File: config.mk
export PLATFORM = sky130hd
export DESIGN_NAME = keypad_display_mux
export DESIGN_NICKNAME = d
export VERILOG_FILES = /design/src/rtl/display_pkg.sv /design/src/rtl/sevenseg_decoder.sv /design/src/rtl/keypad_display_mux.sv
export SDC_FILE = /design/constraint.sdc
export NUM_CORES = 1
export LEC_CHECK = 0
export CORE_MARGIN = 2
export CORE_UTILIZATION = 55
export CTS_CLUSTER_SIZE = 30
export DETAILED_ROUTE_END_ITERATION = 10
export PLACE_DENSITY_LB_ADDON = 0.3
export SYNTH_ARGS = -nofsm -noshare
export SYNTH_HDL_FRONTEND = slang
export SYNTH_SLANG_ARGS = --single-unit
File: constraint.sdc
create_clock -name clk -period 3.8 [get_ports clk]
set_clock_uncertainty 0.2 [all_clocks]
set_input_delay 0.38 -clock clk [delete_from_list [all_inputs] [get_ports clk]]
set_output_delay 0.38 -clock clk [all_outputs]
set_load 0.02 [all_outputs]
File: src/rtl/display_pkg.sv
// display_pkg
//   Shared types and constants for the keypad display multiplexer.
//   disp_state_t : display phase sequence SHOW_L -> BLANK_L -> SHOW_R -> BLANK_R.
//   SEG_OFF      : all segments dark (active-low drive).
//   AN_*         : active-low anode patterns; bit1 = left digit, bit0 = right digit.
package display_pkg;

   typedef enum logic [1:0] {
      SHOW_L  = 2'd0,
      BLANK_L = 2'd1,
      SHOW_R  = 2'd2,
      BLANK_R = 2'd3
   } disp_state_t;

   localparam logic [6:0] SEG_OFF  = 7'h7F;
   localparam logic [1:0] AN_OFF   = 2'b11;
   localparam logic [1:0] AN_LEFT  = 2'b01;
   localparam logic [1:0] AN_RIGHT = 2'b10;

endpackage

File: src/rtl/sevenseg_decoder.sv
// sevenseg_decoder
//   Combinational hex to seven-segment decoder for a common-anode display.
//   Ports:
//     hex    in  4  nibble to display (0-F, lower-case b and d)
//     seg_n  out 7  active-low segments, bit0 = a ... bit6 = g
module sevenseg_decoder (
   input  logic [3:0] hex,
   output logic [6:0] seg_n
);

   always_comb begin
      seg_n = 7'h7F;
      case (hex)
         4'h0: seg_n = 7'h40;
         4'h1: seg_n = 7'h79;
         4'h2: seg_n = 7'h24;
         4'h3: seg_n = 7'h30;
         4'h4: seg_n = 7'h19;
         4'h5: seg_n = 7'h12;
         4'h6: seg_n = 7'h02;
         4'h7: seg_n = 7'h78;
         4'h8: seg_n = 7'h00;
         4'h9: seg_n = 7'h10;
         4'hA: seg_n = 7'h08;
         4'hB: seg_n = 7'h03;
         4'hC: seg_n = 7'h46;
         4'hD: seg_n = 7'h21;
         4'hE: seg_n = 7'h06;
         4'hF: seg_n = 7'h0E;
         default: seg_n = 7'h7F;
      endcase
   end

endmodule

File: src/rtl/keypad_display_mux.sv
// keypad_display_mux
//   Keeps a two-digit history of accepted keypad codes and time-multiplexes it
//   onto a dual common-anode seven-segment display, with a dark interval
//   between the left and right phases to suppress ghosting.
//   Parameters:
//     REFRESH_DIV   clk cycles per SHOW phase (>= 1)
//     BLANK_CYCLES  clk cycles per BLANK phase (>= 1)
//   Ports:
//     clk        in  1  system clock, rising edge
//     reset      in  1  synchronous, active-high, overrides all inputs
//     digit      in  4  key code, captured when a key is accepted
//     valid_key  in  1  key strobe; only its rising edge is accepted
//     seg_n      out 7  active-low segments, bit0 = a ... bit6 = g
//     an_n       out 2  active-low anodes, bit1 = left, bit0 = right
module keypad_display_mux
   import display_pkg::*;
#(
   parameter int REFRESH_DIV  = 24000,
   parameter int BLANK_CYCLES = 480
) (
   input  logic       clk,
   input  logic       reset,
   input  logic [3:0] digit,
   input  logic       valid_key,
   output logic [6:0] seg_n,
   output logic [1:0] an_n
);

   localparam int MAX_CYC = (REFRESH_DIV > BLANK_CYCLES) ? REFRESH_DIV : BLANK_CYCLES;
   localparam int CNT_W   = (MAX_CYC > 1) ? $clog2(MAX_CYC) : 1;

   localparam logic [CNT_W-1:0] SHOW_LAST  = CNT_W'(REFRESH_DIV - 1);
   localparam logic [CNT_W-1:0] BLANK_LAST = CNT_W'(BLANK_CYCLES - 1);

   disp_state_t      state_q, state_d;
   logic [CNT_W-1:0] cnt_q, cnt_d;
   logic [3:0]       left_dig_q, left_dig_d;
   logic [3:0]       right_dig_q, right_dig_d;
   logic             left_vld_q, left_vld_d;
   logic             right_vld_q, right_vld_d;
   logic             valid_prev_q, valid_prev_d;
   logic [6:0]       seg_n_q, seg_n_d;
   logic [1:0]       an_n_q, an_n_d;

   logic             key_accept;
   logic             phase_last;
   logic [3:0]       dec_in;
   logic [6:0]       dec_seg;

   // Key capture: rising edge of valid_key shifts right digit into left.
   always_comb begin
      key_accept   = valid_key & ~valid_prev_q;
      valid_prev_d = valid_key;
      left_dig_d   = left_dig_q;
      left_vld_d   = left_vld_q;
      right_dig_d  = right_dig_q;
      right_vld_d  = right_vld_q;
      if (key_accept) begin
         left_dig_d  = right_dig_q;
         left_vld_d  = right_vld_q;
         right_dig_d = digit;
         right_vld_d = 1'b1;
      end
   end

   // Display FSM next state: one shared counter, cleared on every transition.
   always_comb begin
      if (state_q == SHOW_L || state_q == SHOW_R) begin
         phase_last = (cnt_q == SHOW_LAST);
      end else begin
         phase_last = (cnt_q == BLANK_LAST);
      end

      state_d = state_q;
      cnt_d   = cnt_q + 1'b1;
      if (phase_last) begin
         cnt_d = '0;
         case (state_q)
            SHOW_L:  state_d = BLANK_L;
            BLANK_L: state_d = SHOW_R;
            SHOW_R:  state_d = BLANK_R;
            BLANK_R: state_d = SHOW_L;
            default: state_d = SHOW_L;
         endcase
      end
   end

   // Single decoder shared by both positions; its input follows the phase
   // being entered.
   assign dec_in = (state_d == SHOW_L) ? left_dig_q : right_dig_q;

   sevenseg_decoder u_decoder (
      .hex   (dec_in),
      .seg_n (dec_seg)
   );

   // Output comb: driven from the upcoming phase so anodes switch exactly at
   // the phase boundary. History is taken from the current registers, so a
   // newly accepted key reaches the segments one cycle after its accept edge.
   always_comb begin
      an_n_d  = AN_OFF;
      seg_n_d = SEG_OFF;
      case (state_d)
         SHOW_L: begin
            an_n_d  = AN_LEFT;
            seg_n_d = left_vld_q ? dec_seg : SEG_OFF;
         end
         SHOW_R: begin
            an_n_d  = AN_RIGHT;
            seg_n_d = right_vld_q ? dec_seg : SEG_OFF;
         end
         default: begin
            an_n_d  = AN_OFF;
            seg_n_d = SEG_OFF;
         end
      endcase
   end

   // State register: all flops, reset has priority over key capture.
   always_ff @(posedge clk) begin
      if (reset) begin
         state_q      <= SHOW_L;
         cnt_q        <= '0;
         left_dig_q   <= 4'h0;
         right_dig_q  <= 4'h0;
         left_vld_q   <= 1'b0;
         right_vld_q  <= 1'b0;
         valid_prev_q <= 1'b0;
         seg_n_q      <= SEG_OFF;
         an_n_q       <= AN_OFF;
      end else begin
         state_q      <= state_d;
         cnt_q        <= cnt_d;
         left_dig_q   <= left_dig_d;
         right_dig_q  <= right_dig_d;
         left_vld_q   <= left_vld_d;
         right_vld_q  <= right_vld_d;
         valid_prev_q <= valid_prev_d;
         seg_n_q      <= seg_n_d;
         an_n_q       <= an_n_d;
      end
   end

   assign seg_n = seg_n_q;
   assign an_n  = an_n_q;

endmodule

==> out/qor.yml <==
vias_per_cell: 5.23
wire_per_inst_um: 11.9
finalSetupViolCount: 0
numClockSinks: 37
final_area_um2: 2070
comb_power_share: 0.076
syn_avg_cell_area_um2: 8.73
seqPwrFrac: 0.583
drt_iter0_drc: 67
cp.required_ps: 3850
ys_ff_latch: 37
peakVddDrop_mv: 0.282
cts-buffers-inserted: 5
slew_viol_final: 0
syn_inst: 211
cp-end-kind: "flip-flop"
post-place-cells: 263
status: "finished, final reports clean"
power_density_nw_per_um2: 338
ff_latch_area_um2: 741
htreeDepth: 2
yosys_warnings: 0
finalNonFillerCells: 271
yosysTopAreaCell: "dfxtp_1"
final_cell_mix: "dfxtp_1, nand2_1, nor2_1"
grtUsageTotal: 0.201
holdWs_ps: 248
wl_um: 3230
rsz0062_at_grt: "no"
multi_input_area_um2: 1010
worstMarginPinSlew_ps: 644
grt_pass1_wl_um: 5490
arrival_ps: 3580
dr.pass1.iters: 4
netlist.area_leader.share: 0.402
dp_hpwl_um: 2280
synthTopCellsByArea: "dfxtp_1, ha_1, nand2_1"
fillCellCount: 298
crit_fanout: 13
critPathLaunchType: "flip-flop"
cts_tree: "built"
die_h_um: 61.9
dieArea_um2: 3830
nNetsFinal: 241
drc_errors: 0
min_path_type: "flip-flop to flip-flop"
grt_antenna_before_repair: 0
netSwitchingFraction: 0.241
rows: 21
cts_buffer_depth: 2
syn-cell-area_um2: 1840
layout-drive-gt1-share: 0.0711
gp_congestion: 0.851
synth-edff-count: 0
die_width_um: 61.9
grt_overflow_total: 0
core_um2: 3280
cts_setup_buffers: 0
port_buffers: 15
final_common_cell: "dfxtp_1"
reg2reg_depth: 9
grt_pass1_vias: 1206
cap_violations: 0
finalHoldViolCount: 0
grt_max_degree: 18
cts-resized-gates: 0
clk_latency_ps: 340
via_count: 1416
ys_seq_area_frac: 0.402
post-route-period-util: 0.927
p_clk_frac: 0.341
syn_nets: 228
critical_path_class: "flip-flop to flip-flop"
area_growth_pct: 12.4
holdPathStages: 1
power_leakage_nw: 0.771
holdBufCountCts: 0
p_int_uw: 530
synthArstFlopShare: 0
synth-main-ff-cell: "dfxtp_1"
placed_area_um2: 2000
diodes: 0
tns_ps: 0
post-route-min-period_ps: 3520
pin_count: 16
ys_types: 42
clkTransAtPathRegs_ps: 110
cts_root_buf: "clkbuf_4"
p_sw_uw: 169
timing.fmax_mhz: 284
antenna_left: 0
max_slew_margin: 0.560
start_util: 0.561
power by group through the flow:
stage | Sequential (mW) | Combinational (mW) | Clock, mW
2_1_floorplan | 0.415 | 0.0359 | 0
3_3_place_gp | 0.416 | 0.0522 | 0
3_5_place_dp | 0.416 | 0.0528 | 0
4_1_cts | 0.408 | 0.0530 | 0.245
5_1_grt | 0.409 | 0.0591 | 0.262
6_report | 0.408 | 0.0528 | 0.239
kinds of logic (layout without fill, tap and decap cells):
family | after synthesis | count (layout) | synth area share
and+or+nand+nor | 88 | 88 | 0.220
DFF | 37 | 37 | 0.402
AOI/OAI and AO/OA | 31 | 31 | 0.114
buffers and inverters | 18 | 32 | 0.0475
xor gates and xnor gates | 15 | 15 | 0.0713
muxes | 12 | 12 | 0.0774
adders and majority gates | 10 | 10 | 0.0679
final timing paths:
kind / end / start / slack [ps]
max: seg_n[4] / cnt_q[11] / 280
min: cnt_q[0] / cnt_q[0] / 250
max reg2reg: seg_n[4] / cnt_q[11] / 280
min reg2reg: cnt_q[0] / cnt_q[0] / 250
worst max-delay path, cell delays in order (launching register included):
cell and delay, ps:
dfxtp_1 430, nand4_1 100, or4b_1 520, a21o_1 310, mux2i_4 470, mux2i_1 500, inv_1 170, ha_1 260
a221o_1 320, a21o_1 150
Yosys cell counts, types with 3 or more instances:
cell type,instances
inv_1,8
xor2_1,4
a211oi_1,4
nor2_1,28
clkbuf_1,6
ha_1,10
a31oi_1,3
nand2_1,29
xnor2_1,11
a21oi_1,11
nor2b_1,3
nor3_1,6
nand3_1,6
dfxtp_1,37
and3_1,4
nand2b_1,3
mux2i_1,7
area by class of cell:
cell class	count	area share
clock buffers	7	0.0314
repair buffers	16	0.0761
well taps	46	0.0278
flip-flops and latches	37	0.358
clock inverters	1	0.00242
multi-input cells	156	0.490
inverters	8	0.0145
metrics by stage:
| stage | setup WS [ps] | total power [mW] | util |
|---|---|---|---|
| final | 277 | 0.699 | 0.630 |
| after global routing | 39.4 | 0.730 | 0.630 |
| after CTS | 285 | 0.706 | 0.630 |
| after detailed placement | 331 | 0.469 | 0.609 |
| after global placement | 485 | 0.468 | 0.609 |
| after floorplan | 673 | 0.451 | - |
routing by layer:
metal / routed length (um) / track usage / vias to the layer above
met5: 0 / 0 / -
met4: 44 / 0.100 / 0
li1: - / - / 747
met2: 1400 / 0.283 / 30
met1: 1640 / 0.286 / 635
met3: 149 / 0.0497 / 4
registers in the layout, summed over array words and instances, names as in the netlist:
register / count
right_vld_q: 1
cnt_q: 15
seg_n: 7
left_dig_q: 4
state_q: 2
an_n: 2
right_dig_q: 4
left_vld_q: 1
valid_prev_q: 1
No activity file was read; power rests on OpenSTA's default activity.
==> RTL change: new RTL, same flow settings <==
The 4 states of `disp_state_t` get a one-hot encoding in 4 bits.
--- a/src/rtl/display_pkg.sv
+++ b/src/rtl/display_pkg.sv
@@ -5,11 +5,11 @@
 //   AN_*         : active-low anode patterns; bit1 = left digit, bit0 = right digit.
 package display_pkg;
 
-   typedef enum logic [1:0] {
-      SHOW_L  = 2'd0,
-      BLANK_L = 2'd1,
-      SHOW_R  = 2'd2,
-      BLANK_R = 2'd3
+   typedef enum logic [3:0] {
+      SHOW_L  = 4'b0001,
+      BLANK_L = 4'b0010,
+      SHOW_R  = 4'b0100,
+      BLANK_R = 4'b1000
    } disp_state_t;
 
    localparam logic [6:0] SEG_OFF  = 7'h7F;
Function: no difference found for any inputs over 10 cycles, from zero or initial values and one cycle with reset high; not proved beyond that.
==> RTL change against the original RTL <==
  * Sequential cell count rose by 2
  * Count of clock-buffer cells in the layout shrank 1
  * Cell area grew 6.6%
  * Area after synthesis is 7.0% higher
  * Die area up 6.5%
  * Wire length grew 8.1%
  * Worst setup slack better by 310 ps
  * Highest routed layer unchanged
  * Power rose by 10%
==> RTL change: results <==
[outcome]
outcome = completed

[synth]
synth_ff_type = dfxtp_1
syn_nets = 236
synthArstFlopShare = 0
synth_area_leaders = dfxtp_1 (40%), nor2_1 (6.1%), nand2_1 (4.8%)
synth_seq_area_share = 0.396
yosys-top-cells-count = dfxtp_1 (39), nor2_1 (32), nand2_1 (25)
synth_warnings = 0

[setup_path]
critical_path.startpoint = state_q[0]
worstPathMaxFanout = 12
cpPeakStageDelay_ps = 590
cp_slowest_cell = dfxtp_1
rr_worst_depth = 9
worstPathArrival_ps = 3240
r2r_setup_slack_ps = 580

[global_routing]
grtUsageMet3 = 0.0528
grtUsageMet1 = 0.249
met2_usage = 0.324
grt.overflow.total = 0
grt_max_degree = 20
grt_pass1_wl_mm = 6.44
first_global_vias = 1488
grt_use_total = 0.198

[drt]
viasPerCell = 5.35
wl_per_cell_um = 12.5
drt_iter0_markers = 30

[place]
place_ws_ps = 622
gp_congestion = 0.751
dp_hpwl_mm = 2.44
placed_cell_area_sq_um = 2120

[cells_and_area]
layout.cells.non_filler = 280
n_antenna_cell = 0
layout-drive-gt1-share = 0.0812
fin_nets = 247

[power_and_ir_drop]
ir_drop_uv = 241
power_leakage_nw = 0.785

[min_path]
hold_depth = 1

[cts]
clk_pin_slew_ps = 110

[timing]
timing.slew.headroom = 0.577
hold_ws_ps = 272
min_period_ps = 3220
RTL change: cell count changes after synthesis, moves of 3 or more:
cell,before,now
nor2b_1,3,7
mux2_4,0,4
nor2_1,28,32
o221ai_1,0,4
nor3_1,6,3
nand3_1,6,12
a211oi_1,4,1
nand2_1,29,25
ha_1,10,7
RTL change: worst max-delay path, delay by kind of cell (launching register included):
kind                       cells  cell delay (ps)
and+or+nand+nor                2              450
adders and majority gates      1              280
xor gates and xnor gates       1              150
muxes                          2              810
DFF                            1              590
buffers and inverters          1              160
AOI/OAI and AO/OA              2              450
RTL change: logic make-up (layout without fill, tap and decap cells):
logic type	after synthesis	count (layout)	share of synthesized area
compound gates	31	31	0.117
fa+ha+maj	7	7	0.0444
simple gates	98	98	0.241
buf+inv	17	29	0.0406
mux	14	14	0.0857
xor+xnor	16	16	0.0749
flops	39	39	0.396
RTL change: routing by layer:
| metal | vias to the layer above | part of all wire |
|---|---|---|
| li1 | 778 | - |
| met1 | 692 | 0.50 |
| met2 | 22 | 0.44 |
| met3 | 7 | 0.035 |
| met4 | 0 | 0.016 |
| met5 | - | 0 |
RTL change: layout make-up:
cell class                      count  area [sq um]
Clock inverter                      2          35.0
Clock buffer                        6          51.3
Multi-Input combinational cell    166          1110
Fill cell                         291          1180
Tap cell                           46          57.6
Timing Repair Buffer               15           150
Sequential cell                    39           781
Inverter                            6          22.5
RTL change: report_power, final:
part	switching (mW)	internal [mW]	leakage, nW
logic	0.0268	0.0240	0.420
registers	0.00910	0.419	0.317
clock network	0.137	0.155	0.0482
